## config.mk

```make
export PLATFORM = sky130hd
export DESIGN_NAME = instr_encoder
export DESIGN_NICKNAME = d
export VERILOG_FILES = /design/src/rtl/instr_encoder.sv
export SDC_FILE = /design/constraint.sdc
export NUM_CORES = 1
export LEC_CHECK = 0
export ABC_AREA = 0
export BUFFER_PORTS_ARGS = -buffer_cell sky130_fd_sc_hd__buf_2
export CAP_MARGIN = 20
export CORE_ASPECT_RATIO = 0.8
export CORE_MARGIN = 2
export CORE_UTILIZATION = 25
export CTS_BUF_LIST = sky130_fd_sc_hd__clkbuf_8
export CTS_CLUSTER_SIZE = 10
export DETAILED_ROUTE_END_ITERATION = 10
export PLACE_DENSITY = 0.58
export SYNTH_ARGS = -nofsm -noshare
export SYNTH_HDL_FRONTEND = slang
export SYNTH_SLANG_ARGS = --single-unit
```

## constraint.sdc

```tcl
create_clock -name i_clk -period 2.7 [get_ports i_clk]
set_clock_uncertainty 0.2 [all_clocks]
set_input_delay 0.675 -clock i_clk [delete_from_list [all_inputs] [get_ports i_clk]]
set_output_delay 0.675 -clock i_clk [all_outputs]
set_load 0.05 [all_outputs]
```

## src/rtl/instr_encoder.sv

```systemverilog
// Sequential MIPS instruction encoder: symbolic request in, one encoded word per cycle out to imem.
// Define ENC_PSEUDO_EN to enable the two-word `li` pseudo-instruction (lui + ori).
module instr_encoder #(
  parameter int AW = 10
) (
  input  logic          i_clk,
  input  logic          i_reset_n,
  input  logic          i_in_valid,
  output logic          o_in_ready,
  input  logic [5:0]    i_mnem,
  input  logic [4:0]    i_rs,
  input  logic [4:0]    i_rt,
  input  logic [4:0]    i_rd,
  input  logic [4:0]    i_shamt,
  input  logic [15:0]   i_imm,
  input  logic [25:0]   i_target,
  input  logic          i_addr_ld,
  input  logic [AW-1:0] i_addr_val,
  output logic          o_imem_we,
  output logic [AW-1:0] o_imem_addr,
  output logic [31:0]   o_imem_wdata,
  output logic          o_err
);

`ifdef ENC_PSEUDO_EN
  typedef enum logic {IDLE, LI_LO} state_t;
  state_t      r_state;
  logic [4:0]  r_li_rt;
  logic [15:0] r_li_lo;
  logic        w_is_li;
`endif

  logic          r_we;
  logic [AW-1:0] r_addr_out;
  logic [31:0]   r_wdata;
  logic          r_err;
  logic [AW-1:0] r_waddr;

  logic          w_accept;
  logic          w_legal;
  logic [31:0]   w_word;
  logic [AW-1:0] w_base;
  logic [19:0]   w_rfields;
  logic [25:0]   w_ifields;

`ifdef ENC_PSEUDO_EN
  assign o_in_ready = (r_state == IDLE);
`else
  assign o_in_ready = 1'b1;
`endif

  assign w_accept  = i_in_valid & o_in_ready;
  assign w_base    = i_addr_ld ? i_addr_val : r_waddr;
  assign w_rfields = {i_rs, i_rt, i_rd, i_shamt};
  assign w_ifields = {i_rs, i_rt, i_imm};

  // Fields are copied verbatim; only op/funct come from the mnemonic.
  always_comb begin
    w_legal = 1'b1;
    w_word  = 32'h0;
`ifdef ENC_PSEUDO_EN
    w_is_li = 1'b0;
`endif
    case (i_mnem)
      6'd0:  w_word = {6'h00, w_rfields, 6'h00};
      6'd1:  w_word = {6'h00, w_rfields, 6'h02};
      6'd2:  w_word = {6'h00, w_rfields, 6'h03};
      6'd3:  w_word = {6'h00, w_rfields, 6'h04};
      6'd4:  w_word = {6'h00, w_rfields, 6'h06};
      6'd5:  w_word = {6'h00, w_rfields, 6'h07};
      6'd6:  w_word = {6'h00, w_rfields, 6'h08};
      6'd7:  w_word = {6'h00, w_rfields, 6'h09};
      6'd8:  w_word = {6'h00, w_rfields, 6'h19};
      6'd9:  w_word = {6'h00, w_rfields, 6'h20};
      6'd10: w_word = {6'h00, w_rfields, 6'h21};
      6'd11: w_word = {6'h00, w_rfields, 6'h22};
      6'd12: w_word = {6'h00, w_rfields, 6'h23};
      6'd13: w_word = {6'h00, w_rfields, 6'h24};
      6'd14: w_word = {6'h00, w_rfields, 6'h25};
      6'd15: w_word = {6'h00, w_rfields, 6'h26};
      6'd16: w_word = {6'h00, w_rfields, 6'h27};
      6'd17: w_word = {6'h00, w_rfields, 6'h2A};
      6'd18: w_word = {6'h00, w_rfields, 6'h2B};
      6'd19: w_word = {6'h04, w_ifields};
      6'd20: w_word = {6'h05, w_ifields};
      6'd21: w_word = {6'h06, w_ifields};
      6'd22: w_word = {6'h07, w_ifields};
      6'd23: w_word = {6'h08, w_ifields};
      6'd24: w_word = {6'h09, w_ifields};
      6'd25: w_word = {6'h0A, w_ifields};
      6'd26: w_word = {6'h0B, w_ifields};
      6'd27: w_word = {6'h0C, w_ifields};
      6'd28: w_word = {6'h0D, w_ifields};
      6'd29: w_word = {6'h0E, w_ifields};
      6'd30: w_word = {6'h0F, w_ifields};
      6'd31: w_word = {6'h1C, w_rfields, 6'h02};
      6'd32: w_word = {6'h20, w_ifields};
      6'd33: w_word = {6'h21, w_ifields};
      6'd34: w_word = {6'h23, w_ifields};
      6'd35: w_word = {6'h24, w_ifields};
      6'd36: w_word = {6'h25, w_ifields};
      6'd37: w_word = {6'h28, w_ifields};
      6'd38: w_word = {6'h29, w_ifields};
      6'd39: w_word = {6'h2B, w_ifields};
      6'd40: w_word = {6'h10, 5'd0, i_rt, i_rd, 11'd0};
      6'd41: w_word = {6'h02, i_target};
      6'd42: w_word = {6'h03, i_target};
`ifdef ENC_PSEUDO_EN
      6'd43: begin
        w_is_li = 1'b1;
        w_word  = {6'h0F, 5'd0, i_rt, i_imm};
      end
`endif
      default: w_legal = 1'b0;
    endcase
  end

  // addr_ld always retargets the next emitted word, including the li low half.
  always_ff @(posedge i_clk) begin
    if (!i_reset_n) begin
      r_we       <= 1'b0;
      r_addr_out <= '0;
      r_wdata    <= 32'h0;
      r_err      <= 1'b0;
      r_waddr    <= '0;
`ifdef ENC_PSEUDO_EN
      r_state    <= IDLE;
      r_li_rt    <= 5'd0;
      r_li_lo    <= 16'h0;
`endif
    end else begin
      r_we    <= 1'b0;
      r_waddr <= w_base;
`ifdef ENC_PSEUDO_EN
      if (r_state == LI_LO) begin
        r_we       <= 1'b1;
        r_addr_out <= w_base;
        r_wdata    <= {6'h0D, r_li_rt, r_li_rt, r_li_lo};
        r_waddr    <= w_base + AW'(1);
        r_state    <= IDLE;
      end else
`endif
      if (w_accept) begin
        if (w_legal) begin
          r_we       <= 1'b1;
          r_addr_out <= w_base;
          r_wdata    <= w_word;
          r_waddr    <= w_base + AW'(1);
`ifdef ENC_PSEUDO_EN
          if (w_is_li) begin
            r_state <= LI_LO;
            r_li_rt <= i_rt;
            r_li_lo <= i_target[15:0];
          end
`endif
        end else begin
          r_err <= 1'b1;
        end
      end
    end
  end

  assign o_imem_we    = r_we;
  assign o_imem_addr  = r_addr_out;
  assign o_imem_wdata = r_wdata;
  assign o_err        = r_err;

endmodule

```

==> key figures, run 1 <==
Floorplan
  – Overall die area: 13400 µm²
  – Overall die width: 129 µm
  – Height of the die: 104 µm
  – Number of standard-cell rows in the floorplan: 36
  – I/O pin total: 127
  – Floorplan core area: 12200 µm²
  – Initial core utilization: 25.6%

Critical path
  – Worst setup startpoint: i_mnem[3]
  – Element type at the critical path end: register
  – Element type at the critical path start: input port
  – Critical Setup Path Class: in -> reg
  – Crit Path Max Fanout: 21
  – Launch instance of the worst register-to-register path: r_waddr[2]
  – R2r worst-path depth: 4
  – Worst path arrival time: 2200 ps
  – Worst EP required: 2740 ps
  – Setup slack on the worst flop-to-flop path: 1040 ps
  – Crit Reg-Reg Endpoint: r_waddr[9]
  – End of the critical path: o_imem_wdata[5]

Finish
  – Post-synthesis to final-layout area growth: 27.2%
  – Net count, final: 575
  – Area occupied by registers: 1080 µm²
  – Fraction of final layout cells sized beyond drive strength 1: 32.7%
  – Multi-input logic area: 1800 µm²
  – Inserted Diodes: 0
  – Fill cell total of the finished layout: 1299

STA
  – Setup repair after global routing missed its margin: false
  – Post-route setup slack: 538 ps
  – Setup violation total in the final timing report: 0
  – Final slew viol count: 0
  – Number of failing hold endpoints at the final stage: 0
  – Min Clock Period, post-route: 2160 ps
  – Setup TNS: 0 ps
  – Period utilization: 80.1%
  – Final hold slack: 256 ps
  – Achievable Freq: 463 MHz
  – Max-slew headroom at the worst pin: 29.2%
  – Slew at the pin with the worst max-slew slack: 1060 ps

Global route
  – Number of antenna violations at the first check in global routing: 0
  – Vias in the first global route: 3142
  – Maximum number of pins on one net before global-route repair: 32
  – Grt ovf: 0
  – Wire length of the first global-routing pass: 16600 µm
  – All-Layer GR Usage: 15.6%

Drt
  – Average wire per cell in the routed design: 16.5 µm
  – DRC violation total after the first TritonRoute iteration: 271
  – Count of TritonRoute iterations in the first routing pass: 5
  – Remaining routing DRC violations: 0
  – Number of routed nets with antenna violations: 0
  – Overall routed net length: 10600 µm
  – Avg Vias per Cell: 5.26
  – Detailed-route via count: 3390

Yosys
  – Async set-reset flop share out of synthesis: 0%
  – Largest area contributor in the netlist: dfxtp_1
  – Post-Synthesis Net Count: 461
  – Cell area after synthesis: 3110 µm²
  – Cell types occupying the most area after synthesis: dfxtp_1 35%, a221oi_1 4.5%, mux2i_1 4.2%
  – Flip-flop and latch count after synthesis: 54
  – Post-synth EDFFs: 0
  – Sequential fraction of the synthesis area: 34.7%
  – Gate count of the mapped netlist: 378
  – Area share of the largest cell type after synthesis: 34.7%
  – Count of yosys warnings during synthesis: 0
  – Count of distinct cell types in the synthesized netlist: 59
  – Leading register cell type out of synthesis: dfxtp_1
  – Average instance area after synthesis: 8.24 µm²

Clock network
  – Clock sinks: 54
  – Post-CTS setup buffer count: 0
  – Clock input transition at the sequential cells of the worst setup and hold paths: 100 ps
  – Number of resized instances in the post-cts repair step: 0
  – Post-CTS Hold Fix Bufs: 0
  – Total CTS buffers: 5
  – Worst-Skew Late Latency: 320 ps
  – Library cell used as clock root buffer: clkbuf_8
  – Maximum number of buffers from clock root to sink: 2
  – H-tree levels: 2
  – TritonCTS clock tree: yes

Placement
  – # port buffers: 125
  – Post-detail-place hpwl: 8090 µm
  – Final GP Congestion: 0.850
  – Minimum setup slack after placement: 229 ps

Run
  – Maximum capacitance violations: 0

Power
  – Worst IR Drop VDD: 0.189 mV
  – Power Dens Cells: 511 nW/µm²
  – Leakage power: 1.73 nW

Hold path
  – Type of the worst min-delay path: reg -> reg

Run status
  – Status: completed
## cell type report
| cell class | instances | share of cell area, % |
|---|---|---|
| multi-input combinational | 280 | 45.3 |
| sequential | 54 | 27.3 |
| timing repair buffer | 144 | 19.4 |
| tap | 152 | 4.80 |
| clock buffer | 6 | 2.08 |
| inverter | 7 | 0.663 |
| clock inverter | 2 | 0.442 |
## how the worst min path moves through the flow
stage,start,to,slack [ps],depth (start not counted)
global route,o_imem_wdata[31],o_imem_wdata[31],290,2
global placement,o_imem_wdata[30],o_imem_wdata[30],250,2
finish,o_imem_wdata[31],o_imem_wdata[31],260,2
detailed placement,o_imem_wdata[31],o_imem_wdata[31],250,2
CTS,o_imem_wdata[31],o_imem_wdata[31],260,2
floorplan,r_waddr[9],r_waddr[9],330,3
## cell families after synthesis
family	share of synthesized area (%)
AO/OA/AOI/OAI	29.8
XOR/XNOR	0.563
adder cells (fa/ha/maj)	0.402
buffers and inverters	7.67
flip-flops	34.7
multiplexers	4.18
other	0.120
AND/OR/NAND/NOR	22.5
## synthesized netlist by cell type (5+ instances only)
cell,instances
dfxtp_1,54
nor2_1,33
o21ai_0,25
buf_2,23
a21oi_1,19
nand2_1,18
nor3_1,17
a221oi_1,16
a31oi_1,14
o21ai_1,14
mux2i_1,13
nand3_1,12
a211oi_1,10
and3_1,8
inv_1,7
nand2b_1,7
nor4_1,7
clkbuf_1,6
nand3b_1,6
buf_6,5
## registers in the layout, indices dropped and copies added, names as in the netlist
name and count:
o_err 1, o_imem_wdata 32, o_imem_addr 10, r_waddr 10, o_imem_we 1
## cells in the final DEF (no fill, tap or decap), drive strengths merged, types with 2 or more instances in the layout
master / instances
buf: 144
dfxtp: 54
o21ai: 41
nor2: 33
a21oi: 19
nand2: 18
a221oi: 18
nor3: 17
a31oi: 14
mux2i: 13
nand3: 12
a211oi: 11
and3: 8
nor4: 8
inv: 7
nand2b: 7
nand3b: 6
clkbuf: 6
nor2b: 3
a21o: 3
a211o: 3
or2: 3
o31a: 3
or3: 2
o22ai: 2
and3b: 2
xnor2: 2
o31ai: 2
o221a: 2
and2: 2
a2111o: 2
nand4b: 2
nand4bb: 2
o21bai: 2
clkinv: 2
o21a: 2
a21boi: 2
a311oi: 2
## layer usage
metal  share of wire, %  GRT usage, %
met5                  0             0
met4               0.98          3.42
met3                7.4          3.25
met2                 43          24.1
met1                 49          22.3
## worst max-delay path, stage by stage
cell,delay (ps)
buf_2,220
o21ai_2,320
buf_4,260
and2_1,360
nand3_1,120
a41oi_1,250
## metrics by stage
stage	cells	utilization [%]	area, µm²	total power [mW]
4_1_cts	645	32.6	3960	2.05
6_report	645	32.6	3960	2.02
5_1_grt	645	32.6	3960	2.14
3_5_place_dp	637	31.7	3860	1.54
3_3_place_gp	637	31.7	3860	1.53
2_1_floorplan	378	-	3110	1.35
## where the power goes
group | internal, mW | switching [mW] | total (mW)
sequential | 0.859 | 0.0298 | 0.889
clock | 0.212 | 0.292 | 0.504
combinational | 0.198 | 0.433 | 0.631
(Power assumes the default switching activity.)
==> run 2, diff against run 1 <==
clock period = 2.1 ns   (was 2.7 ns; I/O delays follow)
==> key figures, run 2 (synthesis results as in run 1) <==
Critical path
  – Cell-by-cell listing of the critical path: buf_2, buf_4, nand4_1, buf_4, a21oi_1, o21ai_0, a31oi_1
  – End of the critical path: o_imem_wdata[11]
  – Element type at the critical path end: register
  – Longest individual stage delay on the worst path: 390 ps
  – Category of cells accounting for the largest share of critical-path delay: compound AO/OA/AOI/OAI gates
  – Levels on crit path: 7
  – Worst EP required: 2130 ps
  – Setup slack on the worst flop-to-flop path: 540 ps
  – Launch instance of the worst register-to-register path: r_waddr[0]
  – Worst setup startpoint: i_mnem[0]
  – Worst path arrival time: 1930 ps
  – R2r worst-path depth: 6
  – Critical Setup Path Class: in -> reg
  – Most common cell type on the critical path: buf_4
  – Crit Reg-Reg Endpoint: r_waddr[8]
  – Critical-path top delay cell: a21oi_1
  – Buffers and inverters on the worst path: 3
  – Element type at the critical path start: input port
  – Crit Path Max Fanout: 13

STA
  – Period utilization: 90.5%
  – Final hold slack: 209 ps
  – Setup TNS: 0 ps
  – Min Clock Period, post-route: 1900 ps
  – Achievable Freq: 526 MHz
  – Number of failing hold endpoints at the final stage: 0
  – Final slew viol count: 0
  – Setup repair after global routing missed its margin: false
  – Setup violation total in the final timing report: 0
  – Post-route setup slack: 199 ps

Global route
  – Number of antenna violations at the first check in global routing: 0
  – Wire length of the first global-routing pass: 16300 µm
  – Maximum number of pins on one net before global-route repair: 29
  – All-Layer GR Usage: 15.0%
  – Vias in the first global route: 3291
  – Grt ovf: 0

Clock network
  – TritonCTS clock tree: yes
  – Clock input transition at the sequential cells of the worst setup and hold paths: 100 ps
  – H-tree levels: 2
  – Worst-Skew Late Latency: 310 ps
  – Number of resized instances in the post-cts repair step: 0
  – Clock sinks: 54
  – Post-CTS setup buffer count: 0
  – Maximum number of buffers from clock root to sink: 2
  – Total CTS buffers: 5
  – Library cell used as clock root buffer: clkbuf_8
  – Post-CTS Hold Fix Bufs: 0

Placement
  – Inst Count DP: 667
  – Final GP Congestion: 0.856
  – Post-detail-place hpwl: 8130 µm
  – Placed standard-cell area: 4120 µm²
  – Minimum setup slack after placement: -98.9 ps
  – # port buffers: 125

Drt
  – DRC violation total after the first TritonRoute iteration: 175
  – Remaining routing DRC violations: 0
  – Overall routed net length: 10400 µm
  – Count of TritonRoute iterations in the first routing pass: 4
  – Number of routed nets with antenna violations: 0
  – Detailed-route via count: 3428
  – Average wire per cell in the routed design: 15.4 µm
  – Avg Vias per Cell: 5.08

Power
  – Portion of total power attributed to sequential cells: 42.1%
  – Leakage power: 1.89 nW
  – Worst IR Drop VDD: 0.380 mV
  – Clock network power share: 26.1%
  – Proportion of total power due to net switching: 35.3%
  – Internal power: 1.76 mW
  – Total power: 2.72 mW
  – Power Dens Cells: 641 nW/µm²
  – Switching pwr: 958 µW
  – Combinational Power Share: 31.8%

Finish
  – Leading cell type in the layout, fill and taps excluded: buf_2
  – Net count, final: 605
  – Post-route core utilization: 34.8%
  – Inserted Diodes: 0
  – Fraction of final layout cells sized beyond drive strength 1: 36.3%
  – Largest register FFs: 32
  – Commonest cells after routing, fill and taps aside: 125 x buf_2, 54 x dfxtp_1, 46 x buf_4
  – Post-Layout Cell Count: 675
  – Post-synthesis to final-layout area growth: 36.0%
  – Layout Cell Area excl Fill: 4230 µm²

Floorplan
  – Initial core utilization: 25.6%
  – Height of the die: 104 µm
  – Overall die area: 13400 µm²
  – Number of standard-cell rows in the floorplan: 36
  – Floorplan core area: 12200 µm²
  – Overall die width: 129 µm
  – I/O pin total: 127

Run
  – Maximum capacitance violations: 0

Hold path
  – Type of the worst min-delay path: in -> reg

Run status
  – Status: completed
[run 2: cell types whose count changed in the layout (fill, tap and decap cells not counted)]
| cell | before | now |
|---|---|---|
| clkinvlp_4 | 0 | 1 |
| buf_4 | 19 | 46 |
| inv_1 | 7 | 8 |
| clkinv_4 | 2 | 0 |
| bufinv_16 | 0 | 1 |
| clkbuf_8 | 6 | 5 |
| buf_12 | 0 | 3 |
[run 2: routing by layer]
metal  GRT usage [%]  vias to the layer above  share of wire (%)
li1                -                     1711                  -
met1            20.9                     1583                 48
met2            23.8                      129                 44
met3            3.00                        5                6.7
met4            3.11                        0               0.64
met5               0                        -                  0
[run 2: cell type report]
type,instances,area (µm²)
clock inverter,3,41.3
clock buffer,5,68.8
tap,152,190
timing repair buffer,174,1030
inverter,7,26.3
fill,1280,7930
multi-input combinational,280,1800
sequential,54,1080
[run 2: how the worst min path moves through the flow]
| stage | from | to | slack [ps] | depth (start not counted) |
|---|---|---|---|---|
| 2_1_floorplan | r_waddr[9] | r_waddr[9] | 330 | 3 |
| 3_3_place_gp | o_imem_wdata[30] | o_imem_wdata[30] | 250 | 2 |
| 5_1_grt | i_shamt[1] | o_imem_wdata[7] | 210 | 3 |
| 3_5_place_dp | o_err | o_err | 250 | 2 |
| 4_1_cts | i_shamt[4] | o_imem_wdata[10] | 190 | 3 |
| 6_report | i_shamt[4] | o_imem_wdata[10] | 210 | 3 |
[run 2: worst min-delay path, stage by stage]
cell,delay [ps]
buf_2,70
nand2_1,30
o21ai_1,50
[run 2: power by group through the flow]
stage               registers (mW)  logic (mW)  clock network, mW
finish                        1.14       0.864              0.708
global route                  1.15       0.931              0.778
CTS                           1.14       0.867              0.742
detailed placement            1.17       0.865                  0
global placement              1.16       0.854                  0
floorplan                     1.39       0.338                  0
==> run 3, diff against run 2 <==
ABC_AREA = 1   (was 0)
PLACE_DENSITY = 0.53   (was 0.58)
==> key figures, run 3 <==
Clock network
  – Maximum number of buffers from clock root to sink: 2
  – H-tree levels: 2
  – Clock input transition at the sequential cells of the worst setup and hold paths: 110 ps
  – Library cell used as clock root buffer: clkbuf_8
  – Worst-Skew Late Latency: 330 ps
  – TritonCTS clock tree: yes
  – Clock sinks: 54
  – Total CTS buffers: 5

Yosys
  – Count of distinct cell types in the synthesized netlist: 30
  – Average instance area after synthesis: 4.72 µm²
  – Cell types occupying the most area after synthesis: nand2_1 33%, nor2_1 15%, dfxtp_1 14%
  – Async set-reset flop share out of synthesis: 0%
  – Largest area contributor in the netlist: nand2_1
  – Count of yosys warnings during synthesis: 0
  – Leading register cell type out of synthesis: dfxtp_1
  – List of most frequent post-synthesis cells: 665 x nand2_1, 297 x nor2_1, 165 x nand3_1, 96 x a21oi_1, 82 x inv_1
  – Post-synth EDFFs: 0
  – Cell area after synthesis: 7610 µm²
  – Area share of the largest cell type after synthesis: 32.8%
  – Flip-flop and latch count after synthesis: 54
  – Post-Synthesis Net Count: 1695
  – Most frequently used cell type in the post-synthesis netlist: nand2_1
  – Sequential fraction of the synthesis area: 14.2%
  – Gate count of the mapped netlist: 1612

STA
  – Slew at the pin with the worst max-slew slack: 731 ps
  – Setup repair after global routing missed its margin: true
  – Period utilization: 106%
  – Number of failing hold endpoints at the final stage: 0
  – Setup violation total in the final timing report: 51
  – Post-route setup slack: -134 ps
  – Max-slew headroom at the worst pin: 50.7%
  – Final slew viol count: 0
  – Final hold slack: 267 ps
  – Achievable Freq: 448 MHz
  – Min Clock Period, post-route: 2230 ps

Drt
  – Average wire per cell in the routed design: 15.7 µm
  – Number of routed nets with antenna violations: 0
  – Detailed-route via count: 11300
  – Remaining routing DRC violations: 0
  – Avg Vias per Cell: 4.94
  – Overall routed net length: 36000 µm
  – DRC violation total after the first TritonRoute iteration: 1151
  – Count of TritonRoute iterations in the first routing pass: 6

Power
  – Proportion of total power due to net switching: 41.9%
  – Combinational Power Share: 51.0%
  – Switching pwr: 1.71 mW
  – Clock network power share: 20.9%
  – Worst IR Drop VDD: 0.286 mV
  – Power Dens Cells: 345 nW/µm²
  – Total power: 4.09 mW
  – Internal power: 2.38 mW
  – Portion of total power attributed to sequential cells: 28.1%
  – Leakage power: 6.35 nW

Floorplan
  – Overall die width: 199 µm
  – I/O pin total: 127
  – Number of standard-cell rows in the floorplan: 57
  – Initial core utilization: 25.2%
  – Overall die area: 31900 µm²
  – Height of the die: 160 µm
  – Floorplan core area: 30200 µm²

Placement
  – Post-detail-place hpwl: 25900 µm
  – # port buffers: 125
  – Minimum setup slack after placement: -600 ps
  – Placed standard-cell area: 10100 µm²
  – Inst Count DP: 2237
  – Final GP Congestion: 0.986

Hold path
  – Startpoint of the worst hold path: o_imem_wdata[12]
  – End of the worst hold path: o_imem_wdata[12]
  – Type of the worst min-delay path: reg -> reg
  – Hold Path Depth: 2

Global route
  – All-Layer GR Usage: 21.2%
  – Grt ovf: 0
  – Vias in the first global route: 10100
  – Number of antenna violations at the first check in global routing: 1
  – Wire length of the first global-routing pass: 54200 µm
  – Maximum number of pins on one net before global-route repair: 34

Run
  – Maximum capacitance violations: 0

Run status
  – Violations in the final reports: setup timing
  – Status: finished, violations left

Critical path
  – Launch instance of the worst register-to-register path: r_waddr[0]
  – Most common cell type on the critical path: nand2_2
  – Crit Path Max Fanout: 8
  – Element type at the critical path start: input port
  – Critical Setup Path Class: in -> reg
  – Crit Reg-Reg Endpoint: r_waddr[9]
  – R2r worst-path depth: 10
  – Cell-by-cell listing of the critical path: buf_12, buf_4, nor2_4, nand2_2, nand2_2, buf_4, o21ai_0, nand2_2, nor2_4, nand3_4, nand2_8, clkbuf_16, nand2_2, a21oi_2
  – Critical-path top delay cell: o21ai_0
  – Worst EP required: 2170 ps
  – Worst path arrival time: 2300 ps
  – Element type at the critical path end: register
  – Setup slack on the worst flop-to-flop path: 230 ps
  – Longest individual stage delay on the worst path: 220 ps

Finish
  – Post-synthesis to final-layout area growth: 56.0%
  – Fill cell total of the finished layout: 3272
  – Fraction of final layout cells sized beyond drive strength 1: 31.1%
  – Net count, final: 1965
  – Commonest cells after routing, fill and taps aside: 588 x nand2_1, 249 x nor2_1, 179 x buf_4
  – Multi-input logic area: 6620 µm²
  – Largest register FFs: 32
  – Area occupied by registers: 1080 µm²
  – Layout Cell Area excl Fill: 11900 µm²
  – Leading cell type in the layout, fill and taps excluded: nand2_1
  – Post-Layout Cell Count: 2297
[run 3: changes by cell type after synthesis, sizes merged, moves of 18 or more]
cell and delta:
a21oi +77, a221oi -18, clkbuf +53, inv +81
nand2 +650, nand3 +154, nor2 +276, o21ai +34
[run 3: cell families (layout without fill, tap and decap cells)]
group                      Yosys count  after routing  share of synthesized area, %
adders and majority gates            1              1                         0.164
and+or+nand+nor                   1162           1162                          61.5
other                                1              2                        0.0493
buffers and inverters              198            469                          10.6
AOI/OAI and AO/OA                  196            196                          13.6
DFF                                 54             54                          14.2
[run 3: per-stage QoR]
stage               util (%)  setup TNS [ps]
floorplan                  -           -17.0
global route            39.3           -7890
detailed placement      33.6          -25880
CTS                     36.6            -129
global placement        33.6          -26120
finish                  39.3           -3930
[run 3: worst max path at each step]
stage                          from               end
after global placement    i_mnem[5]  o_imem_wdata[21]
after CTS                 i_mnem[4]  o_imem_wdata[14]
after floorplan           i_addr_ld        r_waddr[8]
final                     i_mnem[0]   o_imem_wdata[1]
after global routing      i_mnem[2]  o_imem_wdata[14]
after detailed placement  i_mnem[5]  o_imem_wdata[21]
[run 3: repair_timing]
| item | in CTS | in global routing |
|---|---|---|
| setup endpoints to repair | 53 | 52 |
| pin swaps | 17 | 53 |
| resized for setup | 130 | 163 |
| buffers inserted | 26 | 14 |
| hold buffers | 0 | 0 |
| gates cloned | 4 | 10 |
[run 3: worst max-delay path: cells and delay by family]
kind                   cells  cell delay, ps
AOI/OAI and AO/OA          2             350
buffers and inverters      4             560
and+or+nand+nor            8             850
[run 3: power groups by stage]
| stage | clock network, mW | logic, mW | registers, mW |
|---|---|---|---|
| floorplan | 0 | 0.759 | 1.38 |
| global placement | 0 | 1.59 | 1.17 |
| detailed placement | 0 | 1.61 | 1.17 |
| CTS | 0.878 | 1.82 | 1.15 |
| global route | 0.915 | 2.23 | 1.16 |
| finish | 0.855 | 2.09 | 1.15 |
[run 3: layer usage]
layer  GRT usage [%]  up-vias  wire length [µm]
met5               0        -                 0
met4            4.31        0               550
met3            3.08       48              2960
met2            32.4      473             15700
met1            31.4     5201             16700
li1                -     5618                 -
[run 3: layout make-up]
type,count,share of cell area (%)
diodes,1,0.0211
clock buffers,5,0.580
clock inverters,3,0.580
inverters,93,3.28
multi-input cells,1360,55.8
flip-flops and latches,54,9.11
well taps,413,4.35
repair buffers,368,26.3
